--- config.mk ---
export PLATFORM = sky130hd
export DESIGN_NAME = mem_arbiter
export DESIGN_NICKNAME = d
export VERILOG_FILES = /design/src/rtl/mem_arbiter.sv
export SDC_FILE = /design/constraint.sdc
export NUM_CORES = 1
export LEC_CHECK = 0
export BUFFER_PORTS_ARGS = -buffer_cell sky130_fd_sc_hd__buf_2
export CAP_MARGIN = 20
export CORE_ASPECT_RATIO = 2
export CORE_MARGIN = 2
export CORE_UTILIZATION = 40
export CTS_BUF_LIST = sky130_fd_sc_hd__clkbuf_2
export DETAILED_ROUTE_END_ITERATION = 6
export PLACE_DENSITY_LB_ADDON = 0.1
export SYNTH_ARGS = -nofsm -noshare
export SYNTH_HDL_FRONTEND = slang
export SYNTH_SLANG_ARGS = --single-unit
--- constraint.sdc ---
create_clock -name clk -period 1.6 [get_ports clk]
set_input_delay 0.08 -clock clk [delete_from_list [all_inputs] [get_ports clk]]
set_output_delay 0.08 -clock clk [all_outputs]
set_load 0.05 [all_outputs]
--- src/rtl/mem_arbiter.sv ---
// mem_arbiter: grants the single-ported burst memory to instruction fetch (IF) or load/store (LS).
// Optional macro ARB_ROUND_ROBIN_EN alternates grants on simultaneous requests; default is LS priority.
module mem_arbiter #(
    parameter int ADDRESS_SIZE = 32,
    parameter int DATA_SIZE    = 32,
    parameter int ACCESS_SIZE  = 2
) (
    input  logic                    clk,
    input  logic                    rst,

    input  logic                    if_req,
    input  logic [ADDRESS_SIZE-1:0] if_addr,
    input  logic [ACCESS_SIZE-1:0]  if_acc_size,
    output logic                    if_gnt,
    output logic [DATA_SIZE-1:0]    if_rdata,
    output logic                    if_rvalid,
    output logic                    if_done,

    input  logic                    ls_req,
    input  logic                    ls_wren,
    input  logic [ADDRESS_SIZE-1:0] ls_addr,
    input  logic [DATA_SIZE-1:0]    ls_wdata,
    input  logic [ACCESS_SIZE-1:0]  ls_acc_size,
    output logic                    ls_gnt,
    output logic [DATA_SIZE-1:0]    ls_rdata,
    output logic                    ls_rvalid,
    output logic                    ls_done,

    output logic [ADDRESS_SIZE-1:0] mem_addr,
    output logic [DATA_SIZE-1:0]    mem_d_in,
    input  logic [DATA_SIZE-1:0]    mem_d_out,
    output logic [ACCESS_SIZE-1:0]  mem_acc_size,
    output logic                    mem_wren,
    output logic                    mem_en
);

    typedef enum logic [1:0] {
        IDLE    = 2'd0,
        BURST   = 2'd1,
        RELEASE = 2'd2
    } state_t;

    typedef enum logic {
        OWN_IF = 1'b0,
        OWN_LS = 1'b1
    } owner_t;

    state_t     state;
    owner_t     owner;
    logic [3:0] beat_cnt;
    logic [3:0] last_beat;
    logic [3:0] if_last;
    logic [3:0] ls_last;
    logic       pick_ls;

    // Index of the final beat for a burst-length code (1/4/8/16 beats).
    function automatic logic [3:0] last_beat_of(input logic [ACCESS_SIZE-1:0] code);
        case (code)
            ACCESS_SIZE'(0): return 4'd0;
            ACCESS_SIZE'(1): return 4'd3;
            ACCESS_SIZE'(2): return 4'd7;
            default:         return 4'd15;
        endcase
    endfunction

    assign if_last = last_beat_of(if_acc_size);
    assign ls_last = last_beat_of(ls_acc_size);

`ifdef ARB_ROUND_ROBIN_EN
    owner_t last_owner;

    // On a tie, the requester that did not own the previous transaction wins.
    assign pick_ls = ls_req && (!if_req || (last_owner == OWN_IF));
`else
    assign pick_ls = ls_req;
`endif

    // NOTE: read data is a gated pass-through of the memory's combinational d_out, so it lines up with rvalid.
    assign if_rdata = if_rvalid ? mem_d_out : '0;
    assign ls_rdata = ls_rvalid ? mem_d_out : '0;

    always_ff @(posedge clk) begin
        // NOTE: every register here uses non-blocking assignment so all branches see pre-edge values.
        if (rst) begin
            state        <= IDLE;
            owner        <= OWN_IF;
            beat_cnt     <= '0;
            last_beat    <= '0;
            if_gnt       <= 1'b0;
            if_rvalid    <= 1'b0;
            if_done      <= 1'b0;
            ls_gnt       <= 1'b0;
            ls_rvalid    <= 1'b0;
            ls_done      <= 1'b0;
            mem_en       <= 1'b0;
            mem_wren     <= 1'b0;
            mem_addr     <= '0;
            mem_d_in     <= '0;
            mem_acc_size <= '0;
`ifdef ARB_ROUND_ROBIN_EN
            last_owner   <= OWN_IF;
`endif
        end else begin
            case (state)
                IDLE: begin
                    if (ls_req || if_req) begin
                        state    <= BURST;
                        beat_cnt <= '0;
                        mem_en   <= 1'b1;
                        if (pick_ls) begin
                            owner        <= OWN_LS;
                            ls_gnt       <= 1'b1;
                            ls_rvalid    <= !ls_wren;
                            ls_done      <= ls_wren || (ls_last == 4'd0);
                            mem_addr     <= ls_addr;
                            mem_d_in     <= ls_wdata;
                            mem_wren     <= ls_wren;
                            // Writes are always a single beat regardless of the requested size.
                            mem_acc_size <= ls_wren ? '0 : ls_acc_size;
                            last_beat    <= ls_wren ? 4'd0 : ls_last;
                        end else begin
                            owner        <= OWN_IF;
                            if_gnt       <= 1'b1;
                            if_rvalid    <= 1'b1;
                            if_done      <= (if_last == 4'd0);
                            mem_addr     <= if_addr;
                            mem_d_in     <= '0;
                            mem_wren     <= 1'b0;
                            mem_acc_size <= if_acc_size;
                            last_beat    <= if_last;
                        end
`ifdef ARB_ROUND_ROBIN_EN
                        last_owner <= pick_ls ? OWN_LS : OWN_IF;
`endif
                    end
                end

                BURST: begin
                    if (beat_cnt == last_beat) begin
                        // Dropping mem_en for one cycle lets the memory's burst counter return to zero.
                        state        <= RELEASE;
                        beat_cnt     <= '0;
                        if_gnt       <= 1'b0;
                        if_rvalid    <= 1'b0;
                        if_done      <= 1'b0;
                        ls_gnt       <= 1'b0;
                        ls_rvalid    <= 1'b0;
                        ls_done      <= 1'b0;
                        mem_en       <= 1'b0;
                        mem_wren     <= 1'b0;
                        mem_addr     <= '0;
                        mem_d_in     <= '0;
                        mem_acc_size <= '0;
                    end else begin
                        beat_cnt <= beat_cnt + 4'd1;
                        if_done  <= (owner == OWN_IF) && (beat_cnt + 4'd1 == last_beat);
                        ls_done  <= (owner == OWN_LS) && (beat_cnt + 4'd1 == last_beat);
                    end
                end

                RELEASE: state <= IDLE;

                default: state <= IDLE;
            endcase
        end
    end

endmodule

==> results of run 1 <==
[registers in the layout, summed over array words and instances, names as in the netlist, 2 cells and up]
name	flops
last_beat	3
mem_acc_size	2
mem_d_in	32
beat_cnt	4
mem_addr	32
state	2
[report_power, final]
group	switching (mW)	internal, mW
Sequential	0.125	2.29
Clock	0.763	0.528
Combinational	2.00	1.47
Total	2.89	4.30
[cell type report]
cell class / count / area share (%)
timing repair buffer: 412 / 41.95
multi-input combinational: 366 / 33.09
sequential: 83 / 20.56
tap: 140 / 2.150
clock inverter: 7 / 1.213
clock buffer: 9 / 0.5527
inverter: 10 / 0.4606
antenna: 1 / 0.03071
[cell usage in the layout (no fill, tap or decap), types with 3 or more instances in the layout]
master / netlist / final
buf_2: 8 / 208
dlygate4sd3_1: 0 / 104
dfxtp_1: 83 / 76
mux2i_1: 68 / 67
nand2b_1: 42 / 41
nor2_1: 40 / 40
nand2_1: 40 / 40
and2_4: 0 / 38
buf_8: 0 / 38
buf_6: 5 / 28
and2_1: 64 / 26
nor2b_1: 26 / 26
mux2_2: 20 / 19
buf_4: 1 / 19
inv_1: 10 / 10
o32ai_1: 9 / 9
clkbuf_2: 0 / 9
buf_12: 0 / 7
o21ai_0: 6 / 6
a21oi_1: 6 / 6
mux2_4: 0 / 6
dfxtp_2: 0 / 5
clkbuf_16: 0 / 5
nor3_1: 4 / 4
nand3_1: 4 / 4
nand3b_1: 3 / 3
a211oi_1: 3 / 3
[path summary, 6_finish.rpt]
path                            cells after the start      endpoint  slack, ns
worst max register to register                      5  mem_addr[30]          0
worst min-delay path                                4        ls_gnt       0.13
worst min register to register                      2  mem_addr[22]       0.49
worst max-delay path                                3  if_rdata[15]      -0.07
[per-layer routing]
metal / vias to the layer above / track usage (%) / share of wire [%]
met5: - / 0 / 0
met3: 57 / 6.635 / 7.8
met4: 0 / 11.28 / 4.4
met1: 2421 / 23.89 / 33
met2: 243 / 49.92 / 55
li1: 2425 / - / -
[through the flow]
stage,setup WS (ns),hold slack (ns),utilization [%],area [um^2],TNS (ns)
floorplan,0.0001716,0.1982,-,4432,0
global placement,-0.04062,0.3247,55.37,5986,-1.252
detailed placement,-0.1248,0.3351,55.37,5986,-3.246
CTS,-0.00009703,0.06913,68.43,7397,-0.00009703
global route,-0.2084,0.06320,75.38,8149,-2.773
finish,-0.07268,0.1274,75.38,8149,-0.07268
[what timing repair did]
action / CTS / global route
pin swaps: 0 / 5
setup endpoints to repair: 102 / 134
endpoints found under the hold margin: 75 / 0
resized for setup: 81 / 160
cloned: 0 / 7
hold buffers: 104 / 0
setup buffers: 1 / 5
[cells in the mapped netlist (all sizes together), types with 2 or more instances]
cell type	n	area share, %
a211oi	3	0.51
a21oi	6	0.68
a31oi	2	0.28
and2	64	9.1
buf	17	2.6
clkbuf	22	1.9
dfxtp	83	38
inv	10	0.85
mux2	25	6.4
mux2i	68	15
nand2	40	3.4
nand2b	42	5.9
nand3	4	0.45
nand3b	3	0.51
nand4	2	0.28
nor2	40	3.4
nor2b	26	3.7
nor3	4	0.45
nor3b	2	0.45
o21a	2	0.34
o21ai	6	0.68
o21bai	3	0.51
o32ai	9	1.8
xnor2	3	0.59
[logic make-up after synthesis]
group	synth area share (%)
simple gates	27.76
mux	21.76
flops	37.58
buf+inv	5.320
compound gates	6.509
xor+xnor	0.7924
fa+ha+maj	0.2829
[critical path, stage by stage, from the launching register on]
cell	delay, ns
dfxtp_4	0.45
clkbuf_16	0.18
and2_1	0.23
buf_6	0.19
==> flow_summary.yaml, run 1 <==
drt:
  drt-wirelength-per-cell_um: 17.02
  drt_wl_total_um: 17490
  firstDrtPassIters: 4
  num_vias: 5146
  drt-vias-per-instance: 5.006
  drt_iter0_markers: 167
  drc: 0
  final_antenna_net_count: 0
critical_path:
  critPathArrivalTime_ns: 1.59
  startpoint: "if_rvalid"
  cp-end-kind: "primary output"
  critPathKind: "reg2out"
  worst_setup_path_start_kind: "flop"
  rr_startpoint: "beat_cnt[0]"
  worst-path-max-fanout: 17
  critPathRequiredTime_ns: 1.52
synthesis:
  synth_ff_type: "dfxtp_1"
  syn-num-nets: 636
  synth_warnings: 0
  yosysSeqAreaShare_pct: 37.58
  synth_edf_count: 0
  synthCells: 498
  syn_area_um2: 4422
  postSynth.asyncResetShare_pct: 0
  avgSynthCellArea_um2: 8.879
  synth_seq_cells: 83
  ys_types: 41
clocking:
  cts.sinks: 83
  cts_max_path_buffers: 2
  clk_latency_ns: 0.54
  htreeDepth: 3
  cts_tree: "done"
  cts_buffers: 9
  path_clk_slew_ns: 0.25
  cts-root-buf: "clkbuf_2"
hold_path:
  holdCritStartpoint: "ls_req"
  min_path_type: "in2reg"
timing:
  fin_skew_ns: 0.05337
  min_period_ns: 1.673
  timing.fmax_ghz: 0.5978
  slew_headroom_pct: 74.53
  drv_slew: 0
  tightestPinTransition_ns: 0.3820
  worst_slack_ns: -0.07268
  setup_viol: 1
  rsz0062_at_grt: "yes"
  fin_crit_sh_pct: 104.5
  finalHoldViolations: 0
placed_design:
  gp_congestion: 0.8979
  hpwlAfterDp_um: 10020
  dpl.cell_count: 894
  port_buffers: 274
power_and_ir_drop:
  power_mw: 7.185
  peakVddDrop_v: 0.0006709
  leakagePower_nw: 3.914
  pwr_density_cell_nw_per_um2: 881.7
floorplanning:
  ios: 275
  start_util_pct: 40.90
  core_area_um2: 10810
  dieArea_um2: 11960
  die_y_um: 152.7
  dieWidth_um: 78.35
  core.rowCount: 54
job:
  maxCapViolCount: 0
status:
  outcome: "complete, but fails checks"
  violations: "negative setup slack"
cells_and_area:
  multi_input_area_um2: 2696
  area_growth_pct: 84.30
  fin_nets: 1020
  drive_above_1_share_pct: 45.55
  register_area_um2: 1675
  final_cells: 1028
  fillers: 720
global_routing:
  gr-total-overflow: 0
  grt_usage_pct: 25.55
  grt_pass1_wl_um: 24590
  grt_pass1_vias: 5209
  antenna_found_initial: 1
  grt_max_degree: 46
Power figures use the tool's default switching activity.
==> run 2: changes to the inputs <==
--- a/config.mk
+++ b/config.mk
@@ -5,11 +5,11 @@
 export SDC_FILE = /design/constraint.sdc
 export NUM_CORES = 1
 export LEC_CHECK = 0
+export ABC_AREA = 1
 export BUFFER_PORTS_ARGS = -buffer_cell sky130_fd_sc_hd__buf_2
 export CAP_MARGIN = 20
 export CORE_ASPECT_RATIO = 2
-export CORE_MARGIN = 2
-export CORE_UTILIZATION = 40
+export CORE_UTILIZATION = 42
 export CTS_BUF_LIST = sky130_fd_sc_hd__clkbuf_2
 export DETAILED_ROUTE_END_ITERATION = 6
 export PLACE_DENSITY_LB_ADDON = 0.1
==> run 2 against run 1 <==
Effect of this change:
- the flow now finishes without violations
- combinational power up 37%
- final cell count up 35%
- setup slack better by 0.12 ns
- clock power about the same
- total power up 20%
- critical endpoint is now mem_addr[18]
- largest power group unchanged
- highest routed layer is now met5
==> flow_summary.yaml, run 2 <==
status:
  outcome: "finished clean"
floorplanning:
  core.rowCount: 56
  ios: 275
  dieWidth_um: 79.33
  start_util_pct: 42.92
  die_y_um: 156.6
  core_area_um2: 11700
  dieArea_um2: 12430
job:
  maxCapViolCount: 0
cells_and_area:
  fillers: 1012
  layout_common_cells: "nand2_1, buf_2, inv_1"
  drive_above_1_share_pct: 30.84
  fin_area_um2: 8130
  fin_nets: 1376
  reg_top3: "mem_addr (32), mem_d_in (32), beat_cnt (4)"
  final_cells: 1390
  area_growth_pct: 61.88
  fin_util_pct: 69.48
  final_common_cell: "nand2_1"
critical_path:
  r2r_end: "mem_addr[18]"
  path_cells: "nor2_2 > nand2_1 > nand2_1 > nand3_2 > nand2_4 > nand3_4 > buf_6 > nand2_1 > nand2_1 > nor2_1"
  rr_startpoint: "last_beat[1]"
  critPathKind: "reg2reg"
  r2r_setup_slack_ns: 0.05
  slowest_delay_ns: 0.42
  worst_setup_path_start_kind: "flop"
  cp-end-kind: "flop"
  rr_worst_depth: 10
  crit_top_cell: "nand2_1"
  worst-path-max-fanout: 22
  critPathSlowestCell: "dfxtp_4"
  critPathArrivalTime_ns: 2.05
  critPathRequiredTime_ns: 2.09
power_and_ir_drop:
  power_mw: 8.656
  peakVddDrop_v: 0.0007099
  leakagePower_nw: 4.934
  pwr_density_cell_nw_per_um2: 1065
timing:
  fin_crit_sh_pct: 97.04
  finalHoldViolations: 0
  setup_viol: 0
  tightestPinTransition_ns: 0.4494
  rsz0062_at_grt: "yes"
  fin_skew_ns: 0.04189
  drv_slew: 0
  slew_headroom_pct: 70.04
  min_period_ns: 1.553
  timing.fmax_ghz: 0.6440
  setup_tns_ns: 0
synthesis:
  yosysMostFrequentCell: "nand2_1"
  synth_top_area_share_pct: 33.08
  avgSynthCellArea_um2: 5.688
  yosysSeqAreaShare_pct: 33.08
  ys_top_cells_by_area: "dfxtp_1, nand2_1, inv_1, nor2_1, nand4_1"
  yosysTopAreaCell: "dfxtp_1"
  synth_warnings: 0
  syn_area_um2: 5022
  synth_edf_count: 0
  ys_types: 27
  postSynth.asyncResetShare_pct: 0
  ys_top_cells_by_count: "nand2_1, inv_1, nor2_1"
  synthCells: 883
  synth_seq_cells: 83
  synth_ff_type: "dfxtp_1"
  syn-num-nets: 1021
clocking:
  cts_tree: "done"
  cts-root-buf: "clkbuf_2"
  htreeDepth: 3
  path_clk_slew_ns: 0.25
  cts_buffers: 9
  cts.sinks: 83
  clk_latency_ns: 0.56
  cts_max_path_buffers: 2
hold_path:
  hold_path_depth: 7
  min_path_type: "in2reg"
  holdPathEnd: "mem_addr[28]"
  holdCritStartpoint: "if_addr[28]"
drt:
  num_vias: 6643
  final_antenna_net_count: 0
  drt_iter0_markers: 327
  drc: 0
  drt_wl_total_um: 19280
  drt-vias-per-instance: 4.779
  firstDrtPassIters: 5
  drt-wirelength-per-cell_um: 13.87
placed_design:
  port_buffers: 274
  gp_congestion: 0.8916
  post_dp_cell_area_um2: 6531
  dpl.cell_count: 1270
  hpwlAfterDp_um: 12100
global_routing:
  antenna_found_initial: 5
  grt_usage_pct: 28.17
  gr-total-overflow: 0
  grt_pass1_vias: 5944
  grt_max_degree: 42
  grt_pass1_wl_um: 27320
run 2: cell types whose count changed after synthesis, sizes merged, moves of 52 or more:
cell | previous run | this run
nand2 | 40 | 294
mux2i | 68 | 0
nor2 | 40 | 120
and2 | 64 | 0
inv | 10 | 196
nand4 | 2 | 54
run 2: worst max path at each step:
stage / endpoint / startpoint / slack, ns / depth (start not counted)
final: mem_addr[18] / last_beat[1] / 0.05 / 10
after global routing: mem_addr[26] / beat_cnt[3] / -0.08 / 10
after CTS: if_rdata[18] / if_rvalid / 0.00002 / 4
after detailed placement: ls_gnt / beat_cnt[0] / 0.1 / 8
after global placement: ls_rvalid / beat_cnt[0] / 0.13 / 8
after floorplan: ls_rdata[10] / ls_rvalid / 0.01 / 4
run 2: report_power, final:
part	internal, mW	switching (mW)
logic	1.54	3.23
registers	2.43	0.203
clock network	0.513	0.744
run 2: logic make-up (layout without fill, tap and decap cells):
family	count (synthesis)	after routing	share of synthesized area, %
simple gates	484	484	39.74
buf+inv	253	612	20.38
flops	83	83	33.08
compound gates	60	60	6.203
xor+xnor	2	2	0.3488
fa+ha+maj	1	1	0.2491
other cells	0	3	0
run 2: layout make-up:
cell class | instances | area (um^2) | share of cell area, %
Timing Repair Buffer | 401 | 3022 | 37.17
Multi-Input combinational cell | 547 | 2377 | 29.24
Sequential cell | 83 | 1678 | 20.64
Inverter | 196 | 735.7 | 9.049
Tap cell | 145 | 181.4 | 2.231
Clock inverter | 5 | 78.83 | 0.9695
Clock buffer | 10 | 50.05 | 0.6156
Antenna cell | 3 | 7.507 | 0.09234
run 2: worst max-delay path, delay by kind of cell, from the launching register on:
family	cells	cell delay, ns
and+or+nand+nor	9	0.83
buffers and inverters	1	0.23
DFF	1	0.42
run 2: what timing repair did:
item / in CTS / in global routing
cloned: 0 / 5
buffers inserted: 3 / 2
endpoints found under the setup margin: 56 / 115
hold buffers: 92 / 0
resized for setup: 31 / 145
pin swaps: 0 / 2
hold endpoints to repair: 83 / 0
run 2: routing by layer:
metal | track usage (%) | share of wire [%]
met1 | 29.23 | 37
met2 | 52.91 | 53
met3 | 5.598 | 6.3
met4 | 12.55 | 4.1
met5 | 0 | 0.14
run 2: through the flow:
| step | hold slack [ns] | setup WS, ns |
|---|---|---|
| floorplan | 0.2490 | 0.01353 |
| global placement | 0.3848 | 0.1268 |
| detailed placement | 0.3894 | 0.09740 |
| CTS | 0.0003743 | 0.00002265 |
| global route | 0.03734 | -0.07638 |
| finish | 0.05317 | 0.04731 |
